$ cat config.mk
export PLATFORM = sky130hd
export DESIGN_NAME = ahb_sram_ctrl
export DESIGN_NICKNAME = d
export VERILOG_FILES = /design/src/rtl/ahb_sram_pkg.sv /design/src/rtl/ahb_sram_wbuf.sv /design/src/rtl/ahb_sram_ctrl.sv
export SDC_FILE = /design/constraint.sdc
export NUM_CORES = 1
export LEC_CHECK = 0
export ABC_AREA = 0
export CAP_MARGIN = 20
export CORE_MARGIN = 2
export CORE_UTILIZATION = 41
export CTS_CLUSTER_DIAMETER = 150
export DETAILED_ROUTE_END_ITERATION = 12
export PLACE_DENSITY = 0.82
export SYNTH_ARGS = -nofsm -noshare
export SYNTH_HDL_FRONTEND = slang
export SYNTH_SLANG_ARGS = --single-unit
$ cat constraint.sdc
create_clock -name clk -period 2.58 [get_ports clk]
set_clock_uncertainty 0.05 [all_clocks]
set_input_delay 0.645 -clock clk [delete_from_list [all_inputs] [get_ports clk]]
set_output_delay 0.645 -clock clk [all_outputs]
set_load 0.02 [all_outputs]
$ cat src/rtl/ahb_sram_pkg.sv
// Shared AHB encodings and byte-lane decode for the SRAM controller.
package ahb_sram_pkg;

    localparam logic [1:0] HTRANS_IDLE   = 2'b00;
    localparam logic [1:0] HTRANS_BUSY   = 2'b01;
    localparam logic [1:0] HTRANS_NONSEQ = 2'b10;
    localparam logic [1:0] HTRANS_SEQ    = 2'b11;

    localparam logic [2:0] HSIZE_BYTE = 3'd0;
    localparam logic [2:0] HSIZE_HALF = 3'd1;
    localparam logic [2:0] HSIZE_WORD = 3'd2;

    // Byte enables for an access; anything wider than a halfword is a full word.
    // Misaligned halfwords simply use the half selected by addr_lo[1].
    function automatic logic [3:0] lane_ben(input logic [2:0] hsize, input logic [1:0] addr_lo);
        logic [3:0] ben;
        case (hsize)
            HSIZE_BYTE: ben = 4'b0001 << addr_lo;
            HSIZE_HALF: ben = addr_lo[1] ? 4'b1100 : 4'b0011;
            default:    ben = 4'b1111;
        endcase
        return ben;
    endfunction

endpackage

$ cat src/rtl/ahb_sram_wbuf.sv
// One-entry write buffer: owns the SRAM port arbitration (reads first, then
// buffered write commit) and merges buffered bytes into read data.
module ahb_sram_wbuf
    import ahb_sram_pkg::*;
#(
    parameter int ADDR_W = 8
) (
    input  logic              clk,
    input  logic              rst_n,
    input  logic              rd_i,
    input  logic              wr_i,
    input  logic              hready_i,
    input  logic [ADDR_W-1:0] addr_i,
    input  logic [3:0]        ben_i,
    input  logic [31:0]       hwdata_i,
    input  logic [31:0]       sram_dout_i,
    output logic [ADDR_W-1:0] sram_addr_o,
    output logic [31:0]       sram_din_o,
    output logic [3:0]        sram_ben_o,
    output logic              sram_wren_o,
    output logic [31:0]       rdata_o
);

    logic              pend_q, pend_d;
    logic              dph_q, dph_d;
    logic [ADDR_W-1:0] addr_q, addr_d;
    logic [3:0]        ben_q, ben_d;
    logic [31:0]       data_q, data_d;
    logic              hit_q, hit_d;
    logic [3:0]        hit_ben_q, hit_ben_d;
    logic              commit;

    // The buffered write may use the port only when no read claims it.
    assign commit = pend_q && !rd_i;

    // SRAM port mux: read, else commit, else idle on the buffer contents.
    always_comb begin
        sram_addr_o = addr_q;
        sram_ben_o  = 4'b0000;
        sram_wren_o = 1'b0;
        sram_din_o  = data_q;
        if (rd_i) begin
            sram_addr_o = addr_i;
            sram_ben_o  = 4'b1111;
        end else if (pend_q) begin
            sram_ben_o  = ben_q;
            sram_wren_o = 1'b1;
            // Earliest commit lands in the data phase itself, before capture.
            sram_din_o  = dph_q ? hwdata_i : data_q;
        end
    end

    // Buffer next state: data capture, new write load, commit retire, hit record.
    always_comb begin
        pend_d    = pend_q;
        dph_d     = dph_q;
        addr_d    = addr_q;
        ben_d     = ben_q;
        data_d    = data_q;
        hit_d     = hit_q;
        hit_ben_d = hit_ben_q;
        if (dph_q && hready_i) begin
            data_d = hwdata_i;
            dph_d  = 1'b0;
        end
        // A write address phase never reads, so any older entry commits this cycle.
        if (wr_i) begin
            addr_d = addr_i;
            ben_d  = ben_i;
            pend_d = 1'b1;
            dph_d  = 1'b1;
        end else if (commit) begin
            pend_d = 1'b0;
        end
        if (rd_i) begin
            hit_d     = pend_q && (addr_q == addr_i);
            hit_ben_d = ben_q;
        end
    end

    // Buffer state register.
    always_ff @(posedge clk or negedge rst_n) begin
        if (!rst_n) begin
            pend_q    <= 1'b0;
            dph_q     <= 1'b0;
            addr_q    <= '0;
            ben_q     <= 4'b0000;
            data_q    <= 32'h0;
            hit_q     <= 1'b0;
            hit_ben_q <= 4'b0000;
        end else begin
            pend_q    <= pend_d;
            dph_q     <= dph_d;
            addr_q    <= addr_d;
            ben_q     <= ben_d;
            data_q    <= data_d;
            hit_q     <= hit_d;
            hit_ben_q <= hit_ben_d;
        end
    end

    // Per-lane forwarding of still-uncommitted bytes over stale SRAM data.
    generate
        for (genvar gi = 0; gi < 4; gi++) begin : g_lane
            assign rdata_o[8*gi +: 8] = (hit_q && hit_ben_q[gi]) ? data_q[8*gi +: 8]
                                                                 : sram_dout_i[8*gi +: 8];
        end
    endgenerate

endmodule

$ cat src/rtl/ahb_sram_ctrl.sv
// Zero-wait-state AHB-Lite slave in front of a single-port synchronous SRAM.
module ahb_sram_ctrl
    import ahb_sram_pkg::*;
#(
    parameter int ADDR_W = 8
) (
    input  logic              clk,
    input  logic              rst_n,
    input  logic              hsel,
    input  logic [ADDR_W+1:0] haddr,
    input  logic [1:0]        htrans,
    input  logic              hwrite,
    input  logic [2:0]        hsize,
    input  logic [31:0]       hwdata,
    input  logic              hready,
    output logic              hreadyout,
    output logic              hresp,
    output logic [31:0]       hrdata,
    output logic [ADDR_W-1:0] sram_addr,
    output logic [31:0]       sram_din,
    output logic [3:0]        sram_ben,
    output logic              sram_wren,
    input  logic [31:0]       sram_dout
);

    logic        acc;
    logic        rd;
    logic        wr;
    logic        rd_dph_q, rd_dph_d;
    logic [31:0] merged_rdata;
    logic        unused_htrans0;

    // NONSEQ and SEQ are treated alike; only htrans[1] matters.
    assign acc            = hsel && hready && htrans[1];
    assign rd             = acc && !hwrite;
    assign wr             = acc && hwrite;
    assign unused_htrans0 = htrans[0];

    assign hreadyout = 1'b1;
    assign hresp     = 1'b0;

    // Read data phase follows every read address phase by exactly one cycle.
    always_comb begin
        rd_dph_d = rd;
    end

    // Read data-phase flag register.
    always_ff @(posedge clk or negedge rst_n) begin
        if (!rst_n) begin
            rd_dph_q <= 1'b0;
        end else begin
            rd_dph_q <= rd_dph_d;
        end
    end

    ahb_sram_wbuf #(
        .ADDR_W(ADDR_W)
    ) u_wbuf (
        .clk         (clk),
        .rst_n       (rst_n),
        .rd_i        (rd),
        .wr_i        (wr),
        .hready_i    (hready),
        .addr_i      (haddr[ADDR_W+1:2]),
        .ben_i       (lane_ben(hsize, haddr[1:0])),
        .hwdata_i    (hwdata),
        .sram_dout_i (sram_dout),
        .sram_addr_o (sram_addr),
        .sram_din_o  (sram_din),
        .sram_ben_o  (sram_ben),
        .sram_wren_o (sram_wren),
        .rdata_o     (merged_rdata)
    );

    // Bus read data is driven only in a read data phase.
    assign hrdata = rd_dph_q ? merged_rdata : 32'h0;

endmodule

# After elaboration in Yosys (flattened, before gate mapping)
# Index checks and enable logic that the tools add are counted.
[op_classes] n_eq_ne=2 n_reduce_logical=16 muxes=19 n_shift=1
[ops] op="$mux 32" n=4
[ops] op="$mux 8" n=5
[ops] op="$mux 4" n=3
[ops] op="$logic_and 1x1->1" n=11
[ops] op="$eq 8x8->1" n=1
[ops] op="$pmux 4 s2" n=1
[ops] op="$mux 1" n=6
[ops] op="$reduce_bool 2->1" n=2
[ops] op="$shl 1x2->4 const A" n=1
[ops] op="$eq 3x1->1 const B" n=1
[ops] op="$logic_not 3->1" n=1
[ops] op="$logic_not 1->1" n=2
[totals] output_inout_bits=79 reg_bits=52 in_bits=84

# Depth between registers and ports, before layout
# Gate-level depths: netlist (run 1).
[logic_depth] ltp_word=7 mapped_depth=6 mapped_depth_nobuf=4

# Modules after synthesis
# A second synthesis (run 1) with hierarchy kept.
[unflattened] hier_cells=260 area_unflattened_um2=3350.7
[by_module_without_submodules] module="ahb_sram_wbuf" area_each_um2=2994.1 cells_per_inst=208 n_inst=1
[by_module_without_submodules] module="ahb_sram_ctrl" area_each_um2=356.6 cells_per_inst=52 n_inst=1

# Worst setup path after synthesis (run 1)
# Ideal clock, no wire load.
[synth_path] path_kind="input-to-output" from="input htrans[1]" to="output sram_din[10]" required_ns=1.885 path_buffers=2 path_stages=6 t_arrival_ns=1.743 path_slack_ns=0.142 cell_sequence="nand3_1 -> or2_1 -> and3_1 -> buf_2 -> buf_6 -> mux2_4"
[synth_between] elab_chain_cells=3
[synth_rtl] element="start, declared" line="ahb_sram_ctrl.sv:11" source="input logic [1:0] htrans,"
[synth_rtl] element="$logic_and 1x1->1" line="ahb_sram_ctrl.sv:34" source="assign acc = hsel && hready && htrans[1];"
[synth_rtl] element="$logic_and 1x1->1" line="ahb_sram_ctrl.sv:35" source="assign rd = acc && !hwrite;"
[synth_rtl] element="$mux 32" line="ahb_sram_wbuf.sv:42" source="if (rd_i) begin"
[synth_rtl] element="end, declared" line="ahb_sram_ctrl.sv:20" source="output logic [31:0] sram_din,"
# Every way passes these cells.

# Final worst setup path (run 1)
[layout_path] from="input htrans[1]" to="output sram_din[12]"
# Same word-level chain as after synthesis.

==> results of run 1 <==
[through the flow]
stage / util (%) / worst slack, ns / TNS, ns / hold WS, ns
global route: 69.6 / -0.0575 / -1.23 / 0.242
global placement: 66.5 / -0.853 / -36.32 / 0.452
CTS: 70.0 / -0.165 / -2.08 / 0.241
detailed placement: 66.5 / -0.882 / -37.98 / 0.455
floorplan: - / 0.142 / 0 / 0.299
finish: 69.6 / -0.0268 / -0.376 / 0.232
[sequential cells by signal (all words and copies together), names as in the netlist]
name / flops
u_wbuf.pend_q: 1
u_wbuf.addr_q: 8
rd_dph_q: 1
u_wbuf.ben_q: 4
u_wbuf.hit_q: 1
u_wbuf.data_q: 32
u_wbuf.dph_q: 1
u_wbuf.hit_ben_q: 4
[repair_timing]
action                                  in CTS  in global routing
setup buffers                                4                  1
endpoints found under the hold margin        0                  0
pin swaps                                    3                  2
endpoints found under the setup margin      77                 41
gates cloned                                 4                  0
gates resized for setup                    268                 23
[how the worst min path moves through the flow]
stage                       endpoint  slack [ns]
detailed placement   u_wbuf.ben_q[3]        0.45
CTS                 u_wbuf.addr_q[3]        0.24
global placement     u_wbuf.ben_q[3]        0.45
floorplan                   rd_dph_q        0.30
finish              u_wbuf.addr_q[3]        0.23
global route        u_wbuf.addr_q[3]        0.24
[area by class of cell]
| type | count | area, um2 | area share, % |
|---|---|---|---|
| clock buffers | 5 | 68.8 | 1.28 |
| clock inverters | 3 | 42.5 | 0.791 |
| inverters | 3 | 11.3 | 0.209 |
| multi-input cells | 230 | 1880 | 35.0 |
| flip-flops and latches | 52 | 1300 | 24.2 |
| well taps | 102 | 128 | 2.37 |
| repair buffers | 195 | 1940 | 36.1 |
[power by group]
group / total, W / switching [W] / internal (W)
Clock: 0.000555 / 0.000268 / 0.000287
Sequential: 0.00120 / 0.000170 / 0.00103
Combinational: 0.00145 / 0.000605 / 0.000843
Total: 0.00320 / 0.00104 / 0.00216
[cell usage after synthesis (3+ instances only)]
master,n
nand3_1,33
nand2_1,48
a21boi_0,34
buf_1,6
o21ai_0,6
mux2_4,30
mux2_2,54
clkbuf_1,11
nor2_1,3
xor2_1,7
dfrtp_1,52
buf_6,3
inv_1,3
[worst max-delay path, cell delays in order]
cell	delay, ns
buf_8	0.08
nand3_4	0.07
or2_4	0.23
and3_4	0.17
buf_12	0.14
buf_12	0.14
mux2_4	0.31
buf_6	0.13
[routing by layer]
layer	vias up	share of wire (%)
met5	-	0
met4	0	0.44
met3	4	5.2
met2	90	52
met1	1398	42
li1	1438	-
[cell families after synthesis]
group / count (synthesis) / synth area share [%]
flops: 52 / 39.6
xor+xnor: 8 / 2.14
simple gates: 92 / 12.4
other cells: 2 / 0.229
compound gates: 44 / 9.45
mux: 84 / 32.3
buf+inv: 26 / 3.93
==> run_summary.xml, run 1 <==
<?xml version="1.0" encoding="UTF-8"?>
<metrics>
  <group name="run">
    <metric name="timing.max_cap.violations" unit="">0</metric>
  </group>
  <group name="die">
    <metric name="top_level_ports" unit="">163</metric>
    <metric name="core_area" unit="um2">7730</metric>
    <metric name="dieWidth" unit="um">93.5</metric>
    <metric name="site_rows" unit="">32</metric>
    <metric name="fp.dieH" unit="um">93.5</metric>
    <metric name="initial_core_util" unit="%">42.5</metric>
    <metric name="floorplan.die_area" unit="um2">8740</metric>
  </group>
  <group name="final_layout">
    <metric name="drive_above_1_share" unit="%">37.1</metric>
    <metric name="fillerInstances" unit="">601</metric>
    <metric name="nets" unit="">571</metric>
    <metric name="layout_commonest_cell" unit="">clkdlybuf4s50_1</metric>
    <metric name="final_cells" unit="">590</metric>
    <metric name="layout_common_cells" unit="">77 x clkdlybuf4s50_1, 54 x mux2_2, 52 x dfrtp_1, 44 x nand2_1, 36 x dlygate4sd2_1</metric>
    <metric name="layout-area-overhead-vs-synth" unit="%">63.8</metric>
    <metric name="post-route-cell-area" unit="um2">5380</metric>
    <metric name="num_antenna_cells" unit="">0</metric>
  </group>
  <group name="synthesis">
    <metric name="ys_async_sr_fraction" unit="%">100</metric>
    <metric name="post_synth_design_cell_area" unit="um2">3280</metric>
    <metric name="ys.flop_type" unit="">dfrtp_1</metric>
    <metric name="yosysTopAreaCell" unit="">dfrtp_1</metric>
    <metric name="yosys_register_bits" unit="">52</metric>
    <metric name="synth_fp_nets" unit="">392</metric>
    <metric name="netlist.area_leader.share" unit="%">39.6</metric>
    <metric name="yosys-top-cells-area" unit="">dfrtp_1 40%, mux2_2 19%, mux2_4 14%</metric>
    <metric name="syn_avg_cell_area" unit="um2">10.7</metric>
    <metric name="synth-edff-count" unit="">0</metric>
    <metric name="post_synthesis_sequential_area_ratio" unit="%">39.6</metric>
    <metric name="syn_inst" unit="">308</metric>
    <metric name="yosys.cell_types.count" unit="">26</metric>
    <metric name="ys_warn_count" unit="">0</metric>
  </group>
  <group name="routing">
    <metric name="drt_pre_antenna_iters" unit="">4</metric>
    <metric name="drc" unit="">0</metric>
    <metric name="postRouteAntennaNets" unit="">0</metric>
    <metric name="drt-wirelength-per-cell" unit="um">16.3</metric>
    <metric name="detailedRoute.firstIterationViolations" unit="">89</metric>
    <metric name="vias" unit="">2930</metric>
    <metric name="drt_wl_total" unit="mm">9.61</metric>
    <metric name="viasPerCell" unit="">4.97</metric>
  </group>
  <group name="global_route">
    <metric name="antenna_violations_before_repair" unit="">0</metric>
    <metric name="grt-busiest-layer" unit="">met2</metric>
    <metric name="number_of_global_route_vias_before_repair" unit="">3126</metric>
    <metric name="gr-usage-met3" unit="%">3.63</metric>
    <metric name="grt_first_pass_wirelength" unit="mm">15.3</metric>
    <metric name="gr-usage-met2" unit="%">40.3</metric>
    <metric name="grt.overflow.total" unit="">0</metric>
    <metric name="global_route.usage.met1" unit="%">27.0</metric>
    <metric name="grt_max_degree" unit="">21</metric>
    <metric name="grt_usage" unit="%">21.9</metric>
  </group>
  <group name="min_path">
    <metric name="hold_class" unit="">primary input to asynchronous set/reset pin</metric>
  </group>
  <group name="timing">
    <metric name="layout_min_cycle_time" unit="ns">2.61</metric>
    <metric name="final_period_utilization" unit="%">101</metric>
    <metric name="slew_viols_final" unit="">0</metric>
    <metric name="fmaxAchievable" unit="MHz">384</metric>
    <metric name="worst_slack" unit="ns">-0.0268</metric>
    <metric name="final_hold_viol_count" unit="">0</metric>
    <metric name="grt_setup_unrepaired" unit="">true</metric>
    <metric name="finalSetupViolations" unit="">28</metric>
  </group>
  <group name="clocking">
    <metric name="clock_tree.htree_level_count" unit="">2</metric>
    <metric name="tritoncts" unit="">done</metric>
    <metric name="clock_path_buffers" unit="">2</metric>
    <metric name="cts-root-buf" unit="">clkbuf_8</metric>
    <metric name="cts_inserted_buffers" unit="">5</metric>
    <metric name="clkLatencyLatePin" unit="ns">0.30</metric>
    <metric name="holdBufCountCts" unit="">0</metric>
    <metric name="clkSinkCount" unit="">52</metric>
    <metric name="clk_slew_on_worst_s_h_paths" unit="ns">0.09</metric>
  </group>
  <group name="critical_path">
    <metric name="setup.worst_path.end_class" unit="">primary output</metric>
    <metric name="critPathArrivalTime" unit="ns">1.91</metric>
    <metric name="critPathMaxFanout" unit="">7</metric>
    <metric name="cp_data_required_time" unit="ns">1.88</metric>
    <metric name="timing_worst_setup_path_type" unit="">primary input to primary output</metric>
    <metric name="timing.reg2reg.setup_slack" unit="ns">1.27</metric>
    <metric name="worst-r2r-cell-count" unit="">3</metric>
    <metric name="r2r_end" unit="">u_wbuf.data_q[14]</metric>
    <metric name="startpoint_type" unit="">primary input</metric>
    <metric name="rr_startpoint" unit="">u_wbuf.dph_q</metric>
    <metric name="crit_path_end" unit="">sram_din[12]</metric>
    <metric name="crit_path_start" unit="">htrans[1]</metric>
  </group>
  <group name="place">
    <metric name="dp.final_hpwl" unit="mm">7.06</metric>
    <metric name="numPlacedInstances" unit="">575</metric>
    <metric name="routabilityCongestion" unit="">0.831</metric>
    <metric name="place.port_buffers" unit="">159</metric>
    <metric name="dpl_cell_area" unit="um2">5130</metric>
  </group>
  <group name="pwr">
    <metric name="p_total" unit="W">0.00320</metric>
    <metric name="power.static_leakage" unit="nW">2.52</metric>
    <metric name="power.ir.vdd_worst" unit="mV">0.387</metric>
    <metric name="powerDensity" unit="nW/um2">595</metric>
  </group>
  <group name="status">
    <metric name="outcome" unit="">complete, but fails checks</metric>
    <metric name="violations" unit="">negative setup slack</metric>
  </group>
</metrics>
(Power assumes the default switching activity.)
==> run 2: changes to the inputs <==
--- a/config.mk
+++ b/config.mk
@@ -12,6 +12,8 @@
 export CTS_CLUSTER_DIAMETER = 150
 export DETAILED_ROUTE_END_ITERATION = 12
 export PLACE_DENSITY = 0.82
+export SLEW_MARGIN = 20
 export SYNTH_ARGS = -nofsm -noshare
 export SYNTH_HDL_FRONTEND = slang
 export SYNTH_SLANG_ARGS = --single-unit
+export TNS_END_PERCENT = 100
==> results of run 2 <==
Same layout as run 1: the final DEF is identical, and so are final timing and power.
